==> config.mk <==
export PLATFORM = sky130hd
export DESIGN_NAME = seg7_rx_monitor
export DESIGN_NICKNAME = d
export VERILOG_FILES = /design/src/rtl/seg7_rx_monitor.sv
export SDC_FILE = /design/constraint.sdc
export NUM_CORES = 1
export LEC_CHECK = 0
export CAP_MARGIN = 20
export CORE_MARGIN = 5
export CORE_UTILIZATION = 50
export CTS_BUF_LIST = sky130_fd_sc_hd__clkbuf_8 sky130_fd_sc_hd__clkbuf_16
export CTS_CLUSTER_SIZE = 28
export DETAILED_ROUTE_END_ITERATION = 6
export HOLD_SLACK_MARGIN = 0.05
export PLACE_DENSITY_LB_ADDON = 0.12
export SLEW_MARGIN = 10
export SYNTH_ARGS = -nofsm -noshare
export SYNTH_HDL_FRONTEND = slang
export SYNTH_SLANG_ARGS = --single-unit
export TNS_END_PERCENT = 20
==> constraint.sdc <==
create_clock -name clk -period 6.75 [get_ports clk]
set_input_delay 1.35 -clock clk [delete_from_list [all_inputs] [get_ports clk]]
set_output_delay 1.35 -clock clk [all_outputs]
set_load 0.01 [all_outputs]
==> src/rtl/seg7_rx_monitor.sv <==
// seg7_rx_monitor: watches a 7-segment display bus that is asynchronous to clk.
// It decodes each stable pattern into a digit, checks that digits count
// upward modulo 10, and measures the clk cycles between successive digits.
//
// Ports:
//   clk           single clock, all logic on posedge
//   rst_n         synchronous active-low reset
//   seg_in[6:0]   {g,f,e,d,c,b,a} segment pattern, active-high, asynchronous
//   digit[3:0]    last accepted legal digit 0..9
//   digit_valid   one-cycle pulse per accepted legal pattern change
//   seg_err       one-cycle pulse per accepted illegal pattern
//   seq_err       one-cycle pulse when an accepted digit is not previous+1 mod 10
//   period        cycles between the last two digit_valid pulses (saturating)
//   period_valid  period holds a real measurement
//   locked        two or more consecutive correct steps seen
//   err_count[7:0] saturating count of seg_err/seq_err pulses
//
// Build option: define SEG7_RX_ERRCNT_EN to enable the error counter; without
// it err_count is tied to zero.

module seg7_rx_monitor #(
  parameter int unsigned STABLE_CYCLES = 4,
  parameter int unsigned PERIOD_W      = 24
) (
  input  logic                clk,
  input  logic                rst_n,
  input  logic [6:0]          seg_in,
  output logic [3:0]          digit,
  output logic                digit_valid,
  output logic                seg_err,
  output logic                seq_err,
  output logic [PERIOD_W-1:0] period,
  output logic                period_valid,
  output logic                locked,
  output logic [7:0]          err_count
);

  typedef enum logic [1:0] {StIdle, StTrack, StLocked} state_e;

  localparam logic [3:0] StableMax = 4'(STABLE_CYCLES);

  logic [6:0]          sync1_q, sync2_q;
  logic [6:0]          cand_q, last_q;
  logic [3:0]          stab_cnt_q, stab_cnt_d;
  logic                accept;
  logic [3:0]          dec_digit;
  logic                dec_legal;
  logic [3:0]          exp_digit;
  logic [1:0]          step_q, step_inc;
  state_e              state_q;
  logic [3:0]          digit_q;
  logic                digit_valid_q, seg_err_q, seq_err_q;
  logic [PERIOD_W-1:0] cyc_q, period_q;
  logic                period_valid_q;

  // Stability filter: count consecutive identical synchronized samples; the
  // count saturates at StableMax so a held pattern never re-triggers.
  always_comb begin
    stab_cnt_d = 4'd1;
    if (sync2_q == cand_q) begin
      stab_cnt_d = (stab_cnt_q >= StableMax) ? stab_cnt_q : stab_cnt_q + 4'd1;
    end
  end

  assign accept = (stab_cnt_d == StableMax) && (sync2_q != last_q);

  always_comb begin
    dec_digit = 4'd0;
    dec_legal = 1'b1;
    unique case (sync2_q)
      7'h3F: dec_digit = 4'd0;
      7'h06: dec_digit = 4'd1;
      7'h5B: dec_digit = 4'd2;
      7'h4F: dec_digit = 4'd3;
      7'h66: dec_digit = 4'd4;
      7'h6D: dec_digit = 4'd5;
      7'h7D: dec_digit = 4'd6;
      7'h07: dec_digit = 4'd7;
      7'h7F: dec_digit = 4'd8;
      7'h6F: dec_digit = 4'd9;
      default: dec_legal = 1'b0;
    endcase
  end

  assign exp_digit = (digit_q == 4'd9) ? 4'd0 : digit_q + 4'd1;
  assign step_inc  = (step_q == 2'd2) ? 2'd2 : step_q + 2'd1;

  always_ff @(posedge clk) begin
    if (!rst_n) begin
      sync1_q        <= 7'h00;
      sync2_q        <= 7'h00;
      cand_q         <= 7'h00;
      last_q         <= 7'h00;
      stab_cnt_q     <= 4'd0;
      step_q         <= 2'd0;
      state_q        <= StIdle;
      digit_q        <= 4'd0;
      digit_valid_q  <= 1'b0;
      seg_err_q      <= 1'b0;
      seq_err_q      <= 1'b0;
      cyc_q          <= '0;
      period_q       <= '0;
      period_valid_q <= 1'b0;
    end else begin
      sync1_q       <= seg_in;
      sync2_q       <= sync1_q;
      cand_q        <= sync2_q;
      stab_cnt_q    <= stab_cnt_d;
      digit_valid_q <= 1'b0;
      seg_err_q     <= 1'b0;
      seq_err_q     <= 1'b0;
      if (cyc_q != '1) begin
        cyc_q <= cyc_q + PERIOD_W'(1);
      end

      if (accept) begin
        last_q <= sync2_q;
        if (!dec_legal) begin
          // Illegal pattern: no sequence check, lose the reference entirely.
          seg_err_q      <= 1'b1;
          period_valid_q <= 1'b0;
          state_q        <= StIdle;
          step_q         <= 2'd0;
        end else begin
          digit_q       <= dec_digit;
          digit_valid_q <= 1'b1;
          // The counter restarts at 1 so that k edges later it reads k.
          cyc_q         <= PERIOD_W'(1);
          if (state_q == StIdle) begin
            state_q <= StTrack;
            step_q  <= 2'd0;
          end else begin
            period_q       <= cyc_q;
            period_valid_q <= 1'b1;
            if (dec_digit == exp_digit) begin
              step_q  <= step_inc;
              state_q <= (step_inc == 2'd2) ? StLocked : StTrack;
            end else begin
              seq_err_q <= 1'b1;
              step_q    <= 2'd0;
              state_q   <= StTrack;
            end
          end
        end
      end
    end
  end

`ifdef SEG7_RX_ERRCNT_EN
  logic       err_evt;
  logic [7:0] err_count_q;

  // Mirrors the conditions that set seg_err_q / seq_err_q on this edge.
  assign err_evt = accept &&
                   (!dec_legal || ((state_q != StIdle) && (dec_digit != exp_digit)));

  always_ff @(posedge clk) begin
    if (!rst_n) begin
      err_count_q <= 8'd0;
    end else if (err_evt && (err_count_q != 8'hFF)) begin
      err_count_q <= err_count_q + 8'd1;
    end
  end

  assign err_count = err_count_q;
`else
  assign err_count = 8'd0;
`endif

  assign digit        = digit_q;
  assign digit_valid  = digit_valid_q;
  assign seg_err      = seg_err_q;
  assign seq_err      = seq_err_q;
  assign period       = period_q;
  assign period_valid = period_valid_q;
  assign locked       = (state_q == StLocked);

endmodule

==> results of run 1 <==
[cell families (layout without fill, tap and decap cells)]
kind of cell	after synthesis	count (layout)	share of synthesized area, %
simple gates	170	170	21.9
fa+ha+maj	3	3	0.956
buf+inv	40	70	5.77
other cells	1	8	0.0955
compound gates	34	34	6.41
mux	39	39	10.0
flops	91	91	46.4
xor+xnor	38	38	8.48
[Yosys cell counts (9+ instances only)]
master / number
dfxtp_1: 91
nor2_1: 79
mux2i_1: 37
xor2_1: 25
and2_1: 21
clkbuf_1: 14
nand3_1: 13
xnor2_1: 13
nand2_1: 12
inv_1: 10
nand4_1: 10
buf_4: 9
[how the worst max path moves through the flow]
stage,endpoint
2_1_floorplan,period[6]$_SDFFE_PN0P_
3_3_place_gp,stab_cnt_q[0]$_SDFF_PN0_
4_1_cts,stab_cnt_q[0]$_SDFF_PN0_
3_5_place_dp,stab_cnt_q[0]$_SDFF_PN0_
5_1_grt,cyc_q[0]$_SDFF_PN0_
6_report,stab_cnt_q[0]$_SDFF_PN0_
[through the flow]
stage	cells	instance area [sq um]	total power, mW	util, %	hold slack [ps]
3_5_place_dp	540	4330	0.603	56.3	417
5_1_grt	555	4530	0.998	58.9	446
3_3_place_gp	540	4330	0.602	56.3	417
4_1_cts	555	4530	0.971	58.9	437
6_report	555	4530	0.955	58.9	435
2_1_floorplan	423	3950	0.595	-	412
[sequential cells by signal (all words and copies together), names as in the netlist]
name,cells
cyc_q,24
step_q,2
digit,4
state_q,1
digit_valid,1
sync2_q,7
period_valid,1
last_q,7
seq_err,1
stab_cnt_q,4
sync1_q,7
seg_err,1
cand_q,7
period,24
[area by class of cell]
| type | instances | area, sq um | share of cell area (%) |
|---|---|---|---|
| inverters | 11 | 41.3 | 0.912 |
| well taps | 102 | 128 | 2.82 |
| flip-flops and latches | 91 | 1820 | 40.2 |
| clock inverters | 5 | 62.6 | 1.38 |
| multi-input cells | 292 | 1900 | 42.0 |
| repair buffers | 44 | 433 | 9.56 |
| clock buffers | 10 | 138 | 3.04 |
[report_power, final]
group / total [mW] / internal [mW] / switching, mW
clock: 0.365 / 0.181 / 0.184
sequential: 0.553 / 0.544 / 0.00893
combinational: 0.0371 / 0.0162 / 0.0209
[metal layers]
metal / global-route usage [%] / share of wire, % / vias to the layer above
met3: 3.40 / 4.3 / 7
li1: - / - / 1451
met1: 21.6 / 52 / 1287
met5: 0 / 0 / -
met2: 23.0 / 43 / 50
met4: 6.72 / 1.1 / 0
==> run_results.csv, run 1 <==
group,metric,value,unit
cts,clk_latency,360,ps
yosys,synth_largest_area_cell,"dfxtp_1",
yosys,synth_flop_cell,"dfxtp_1",
yosys,synth_area_leaders,"dfxtp_1 (46%), mux2i_1 (9.4%), nor2_1 (7.6%), xor2_1 (5.6%), and2_1 (3.3%)",
hold_path,hold_end,"sync2_q[6]$_SDFF_PN0_",
pwr,leakage,1.58,nW
yosys,async_flop_share,0,%
floorplanning,die_width,98.6,um
worst_setup_path,start_kind,"input port",
routing,routedWlPerCell,13.0,um
worst_setup_path,r2r_start,"sync2_q[0]$_SDFF_PN0_",
timing,slew_violations,0,
timing,max_freq,302,MHz
worst_setup_path,crit_required,7040,ps
yosys,syn_avg_cell_area,9.44,sq um
yosys,ys.warnings.count,0,
cts,cts_tree,"yes",
placement,pre_cts_ws,2990,ps
floorplanning,die_y,98.6,um
hold_path,hold_depth,1,
job,cap_viol_max_count,0,
timing,tightest_slew,887,ps
worst_setup_path,worst_path_largest_cell_delay,920,ps
floorplanning,placementRows,32,
grt,grt_pass1_wl,12.4,mm
timing,fin_crit_sh,49.1,%
worst_setup_path,path_delay_family,"buffers and inverters",
pwr,irDropWorstVdd,96.5,uV
cts,clkSlewWorstSetupHoldPaths,80,ps
worst_setup_path,reg2reg_depth,8,
hold_path,hp-class,"flop to flop",
timing,setup_viol,0,
yosys,synth_seq_cells,91,
hold_path,hold_start,"sync1_q[6]$_SDFF_PN0_",
worst_setup_path,critPathSlowestCell,"clkdlybuf4s50_1",
timing,tns,0,ps
cts,cts_max_path_buffers,2,
cts,cts_made_buffers,9,
routing,drt_first_iter_violations,105,
worst_setup_path,r2r-end,"period[9]$_SDFFE_PN0P_",
grt,grtUsageTotal,15.5,%
placement,port-buffer-count,41,
worst_setup_path,cp.buffers_inverters,3,
routing,dr.pass1.iters,4,
routing,num_vias,2795,
timing,hold_viol_final,0,
cts,post-cts-setup-buffers,0,
grt,grt_max_degree,27,
worst_setup_path,crit_fanout,26,
yosys,synth_area,3930,sq um
worst_setup_path,crit_chain,"clkdlybuf4s50_1, clkinv_1, buf_4, a21oi_1",
yosys,ys_seq_area_share,46.4,%
cells_and_area,final_cell_mix,"dfxtp_1 (91), nor2_1 (79), clkdlybuf4s50_1 (41)",
cells_and_area,fillers,714,
pwr,power_density,211,nW/um^2
worst_setup_path,worstPathArrival,3600,ps
placement,hpwl,5.05,mm
routing,antenna_left,0,
worst_setup_path,critPathKind,"input port to flop",
routing,drc_errors,0,
cells_and_area,syn_to_final_growth,15.3,%
routing,viasPerCell,5.04,
cts,cts_sinks,91,
worst_setup_path,crit_start,"rst_n",
cells_and_area,mostFrequentLayoutCell,"dfxtp_1",
floorplanning,io_pins,50,
timing,fin_skew,12.2,ps
cts,cts-hold-fix-buffers,0,
grt,grt_overflow,0,
floorplanning,start_util,51.1,%
timing,fin_crit,3310,ps
yosys,synth_edf_count,0,
floorplanning,core_area,7690,sq um
cells_and_area,drive_gt1_share,5.74,%
timing,worst_slack,3440,ps
floorplanning,die_area,9720,sq um
worst_setup_path,end_kind,"flop",
grt,grt_pass1_vias,2606,
yosys,synth_top_area_share,46.4,%
grt,antenna_found_initial,0,
cells_and_area,fin_nets,461,
yosys,synth_cell_types,52,
timing,maxSlewHeadroom,40.9,%
worst_setup_path,crit_cells,4,
routing,drt_wl_total,7.21,mm
timing,rsz0062_at_grt,"no",
cts,cts.repair.resized,0,
status,outcome,"finished clean",
worst_setup_path,ff2ff_setup_slack,3530,ps
cts,htreeDepth,3,
cts,ctsRootBufferMaster,"clkbuf_8",
cells_and_area,diodes,0,
placement,gp_congestion,0.780,
yosys,synth_cells,416,
(Power assumes the default switching activity.)
==> run 2: changes to the inputs <==
==> constraint.sdc (replaced) <==
create_clock -name clk -period 3.3 [get_ports clk]
set_input_delay 0.66 -clock clk [delete_from_list [all_inputs] [get_ports clk]]
set_output_delay 0.66 -clock clk [all_outputs]
set_load 0.01 [all_outputs]
==> run_results.csv, run 2 (synthesis gave the netlist of run 1 again) <==
group,metric,value,unit
status,outcome,"finished clean",
floorplanning,die_y,98.6,um
cts,clkSlewWorstSetupHoldPaths,90,ps
routing,num_vias,2839,
cells_and_area,multiInputGateArea,1900,sq um
worst_setup_path,end_kind,"flop",
worst_setup_path,crit_fanout,26,
pwr,power_density,434,nW/um^2
cts,cts.repair.resized,0,
grt,antenna_found_initial,0,
worst_setup_path,critPathKind,"flop to flop",
worst_setup_path,r2r-end,"period[3]$_SDFFE_PN0P_",
timing,tns,0,ps
placement,port-buffer-count,41,
cts,cts-hold-fix-buffers,0,
grt,grt_max_degree,27,
floorplanning,io_pins,50,
floorplanning,core_area,7690,sq um
grt,grtUsageTotal,15.0,%
routing,dr.pass1.iters,4,
cells_and_area,final_cell_mix,"dfxtp_1 (91), nor2_1 (79), clkdlybuf4s50_1 (41)",
cts,cts_max_path_buffers,2,
timing,tightest_slew,655,ps
timing,hold_viol_final,0,
cts,cts_tree,"yes",
routing,viasPerCell,5.05,
routing,antenna_left,0,
hold_path,hp-class,"flop to flop",
cells_and_area,final_cells,562,
floorplanning,start_util,51.1,%
grt,grt_pass1_wl,12.0,mm
cts,cts_made_buffers,9,
grt,grt_overflow,0,
cts,htreeDepth,3,
worst_setup_path,reg2reg_depth,8,
worst_setup_path,crit_required,3520,ps
grt,grt_pass1_vias,2601,
placement,place_inst,546,
job,cap_viol_max_count,0,
cells_and_area,fillers,681,
routing,routedWlPerCell,12.7,um
hold_path,hold_depth,1,
timing,rsz0062_at_grt,"no",
cells_and_area,syn_to_final_growth,16.7,%
timing,slew_violations,0,
cts,clk_latency,350,ps
floorplanning,placementRows,32,
placement,hpwl,4.98,mm
timing,fin_skew,15.4,ps
placement,gp_congestion,0.764,
hold_path,hold_start,"sync1_q[0]$_SDFF_PN0_",
cells_and_area,mostFrequentLayoutCell,"dfxtp_1",
cts,post-cts-setup-buffers,0,
worst_setup_path,worstPathArrival,2930,ps
cells_and_area,drive_gt1_share,7.17,%
timing,setup_viol,0,
worst_setup_path,ff2ff_setup_slack,590,ps
worst_setup_path,worst_path_largest_cell_delay,510,ps
routing,drc_errors,0,
cts,ctsRootBufferMaster,"clkbuf_8",
cells_and_area,diodes,0,
timing,fin_crit_sh,82.2,%
cells_and_area,fin_nets,467,
cts,cts_sinks,91,
routing,drt_wl_total,7.14,mm
pwr,leakage,1.62,nW
timing,fin_crit,2710,ps
floorplanning,die_width,98.6,um
floorplanning,die_area,9720,sq um
worst_setup_path,critPathSlowestCell,"dfxtp_1",
routing,drt_first_iter_violations,106,
hold_path,hold_end,"sync2_q[0]$_SDFF_PN0_",
cells_and_area,seq_area,1820,sq um
worst_setup_path,r2r_start,"sync2_q[0]$_SDFF_PN0_",
worst_setup_path,start_kind,"flop",
timing,maxSlewHeadroom,56.0,%
pwr,irDropWorstVdd,320,uV
worst_setup_path,crit_chain,"or3b_4, a2111oi_4, a2111oi_2, nor4_4, o21a_1, buf_4, mux2i_1, nor2_1",
timing,max_freq,369,MHz
==> run 2: cell types whose count changed in the layout (fill, tap and decap cells not counted) <==
cell,change
clkinvlp_4,+1
inv_8,+1
buf_4,+6
inv_6,-1
==> run 2: area by class of cell <==
| class | count | area share [%] |
|---|---|---|
| clock buffers | 10 | 3.00 |
| repair buffers | 50 | 10.4 |
| clock inverters | 6 | 1.58 |
| well taps | 102 | 2.79 |
| inverters | 11 | 0.901 |
| multi-input cells | 292 | 41.5 |
| flip-flops and latches | 91 | 39.8 |
==> run 2: worst max-delay path, delay by kind of cell (launching register included) <==
| family | cells | cell delay (ps) |
|---|---|---|
| AND/OR/NAND/NOR | 3 | 660 |
| AO/OA/AOI/OAI | 3 | 770 |
| multiplexers | 1 | 230 |
| flip-flops | 1 | 510 |
| buffers and inverters | 1 | 370 |
==> run 2: metal layers <==
metal / global-route usage, % / wire length [um]
met1: 21.3 / 3690
met2: 21.9 / 3000
met3: 3.61 / 361
met4: 5.78 / 83
met5: 0 / 0
==> run 2: how the worst max path moves through the flow <==
stage / startpoint / end / slack, ps
floorplan: sync2_q[0]$_SDFF_PN0_ / period[6]$_SDFFE_PN0P_ / 760
global route: sync2_q[0]$_SDFF_PN0_ / period[23]$_SDFFE_PN0P_ / 380
global placement: sync2_q[0]$_SDFF_PN0_ / period[7]$_SDFFE_PN0P_ / 680
detailed placement: sync2_q[0]$_SDFF_PN0_ / period[4]$_SDFFE_PN0P_ / 600
CTS: sync2_q[0]$_SDFF_PN0_ / period[4]$_SDFFE_PN0P_ / 580
finish: sync2_q[0]$_SDFF_PN0_ / period[3]$_SDFFE_PN0P_ / 590
==> run 2: report_power, final <==
group	switching, mW	internal (mW)	total, mW
sequential	0.0176	1.11	1.13
clock	0.400	0.377	0.777
combinational	0.0445	0.0356	0.0801
total	0.462	1.53	1.99
==> run 2: per-stage QoR <==
stage / worst slack (ps) / power (mW) / cell area [sq um] / util [%] / hold WS [ps]
floorplan: 758 / 1.22 / 3950 / - / 412
global placement: 680 / 1.23 / 4370 / 56.9 / 416
detailed placement: 604 / 1.24 / 4370 / 56.9 / 418
finish: 588 / 1.99 / 4580 / 59.6 / 436
global route: 379 / 2.07 / 4580 / 59.6 / 450
CTS: 581 / 2.01 / 4580 / 59.6 / 437
==> run 3: changes to the inputs <==
==> constraint.sdc (replaced) <==
create_clock -name clk -period 2.8 [get_ports clk]
set_input_delay 0.56 -clock clk [delete_from_list [all_inputs] [get_ports clk]]
set_output_delay 0.56 -clock clk [all_outputs]
set_load 0.01 [all_outputs]
==> run_results.csv, run 3 (synthesis gave the netlist of run 1 again) <==
group,metric,value,unit
status,outcome,"finished clean",
pwr,leakage,1.65,nW
cts,cts_made_buffers,9,
cells_and_area,seq_area,1820,sq um
cells_and_area,drive_gt1_share,8.17,%
cts,post-cts-setup-buffers,0,
grt,grtUsageTotal,15.6,%
routing,dr.pass1.iters,4,
routing,drt_wl_total,7.24,mm
cts,clk_latency,350,ps
cts,cts_max_path_buffers,2,
routing,drc_errors,0,
timing,setup_viol,0,
pwr,irDropWorstVdd,274,uV
cells_and_area,fillers,681,
job,cap_viol_max_count,0,
worst_setup_path,critPathKind,"flop to flop",
cells_and_area,syn_to_final_growth,18.0,%
grt,grt_pass1_wl,12.6,mm
floorplanning,die_width,98.6,um
floorplanning,core_area,7690,sq um
placement,place_inst,552,
grt,grt_max_degree,27,
cells_and_area,design_area,4630,sq um
timing,tightest_slew,603,ps
cts,cts-hold-fix-buffers,0,
routing,antenna_left,0,
hold_path,hp-class,"flop to flop",
cts,ctsRootBufferMaster,"clkbuf_8",
timing,slew_violations,0,
cts,clkSlewWorstSetupHoldPaths,90,ps
cts,htreeDepth,3,
cells_and_area,final_cells,567,
cts,cts_sinks,91,
timing,fin_skew,13.6,ps
floorplanning,io_pins,50,
timing,fin_crit_sh,88.9,%
cells_and_area,final_cell_mix,"dfxtp_1 (91), nor2_1 (79), clkdlybuf4s50_1 (41)",
worst_setup_path,crit_required,3020,ps
cells_and_area,fin_nets,473,
cells_and_area,diodes,0,
routing,num_vias,2850,
timing,maxSlewHeadroom,59.7,%
grt,grt_pass1_vias,2660,
grt,antenna_found_initial,0,
worst_setup_path,start_kind,"flop",
routing,drt_first_iter_violations,129,
worst_setup_path,crit_fanout,26,
worst_setup_path,end_kind,"flop",
routing,routedWlPerCell,12.8,um
grt,grt_overflow,0,
floorplanning,die_area,9720,sq um
placement,gp_congestion,0.787,
placement,port-buffer-count,41,
placement,hpwl,5.13,mm
cells_and_area,multiInputGateArea,1900,sq um
floorplanning,placementRows,32,
worst_setup_path,worstPathArrival,2710,ps
cells_and_area,mostFrequentLayoutCell,"dfxtp_1",
placement,place_area,4440,sq um
routing,viasPerCell,5.03,
timing,fin_crit,2490,ps
floorplanning,start_util,51.1,%
timing,hold_viol_final,0,
floorplanning,die_y,98.6,um
cts,cts_tree,"yes",
pwr,power_density,496,nW/um^2
timing,tns,0,ps
timing,rsz0062_at_grt,"no",
cts,cts.repair.resized,0,
timing,max_freq,402,MHz
[run 3: cell count changes in the layout (fill, tap and decap cells not counted), sizes merged]
| cell | previous run | this run |
|---|---|---|
| buf | 9 | 15 |
| clkbuf | 10 | 9 |
[run 3: power by group]
group | internal [mW] | leakage [nW] | switching (mW)
Combinational | 0.0493 | 0.821 | 0.0598
Clock | 0.409 | 0.0877 | 0.451
Sequential | 1.31 | 0.737 | 0.0155
Total | 1.77 | 1.65 | 0.526
[run 3: path summary, 6_finish.rpt]
check / slack [ps] / startpoint / depth (start not counted) / end
max: 310 / sync2_q[6]$_SDFF_PN0_ / 8 / period[6]$_SDFFE_PN0P_
min: 440 / sync1_q[1]$_SDFF_PN0_ / 1 / sync2_q[1]$_SDFF_PN0_
max reg2reg: 310 / sync2_q[6]$_SDFF_PN0_ / 8 / period[6]$_SDFFE_PN0P_
min reg2reg: 440 / sync1_q[1]$_SDFF_PN0_ / 1 / sync2_q[1]$_SDFF_PN0_
[run 3: per-layer routing]
| metal | track usage (%) | share of wire, % |
|---|---|---|
| met4 | 5.46 | 1.3 |
| met3 | 3.47 | 3.8 |
| met5 | 0 | 0 |
| met2 | 21.9 | 42 |
| met1 | 23.3 | 53 |
[run 3: final cells by class]
type	instances	share of cell area [%]
sequential	91	39.3
clock inverter	6	1.43
multi-input combinational	292	41.1
timing repair buffer	56	11.8
clock buffer	9	2.67
tap	102	2.76
inverter	11	0.891
[run 3: critical path: stages (launching register included)]
cell,delay (ps)
dfxtp_1,450
or3b_4,440
a2111oi_4,460
a2111oi_2,140
nor4_4,170
o21a_1,200
buf_12,210
mux2i_1,210
nor2_1,50
[run 3: stage by stage]
stage / worst slack, ps / util (%) / total power, mW / hold WS, ps
after global routing: 102 / 60.3 / 2.40 / 448
final: 310 / 60.3 / 2.30 / 438
after floorplan: 258 / - / 1.43 / 412
after detailed placement: 306 / 57.8 / 1.47 / 417
after CTS: 292 / 60.3 / 2.33 / 438
after global placement: 363 / 57.8 / 1.46 / 415
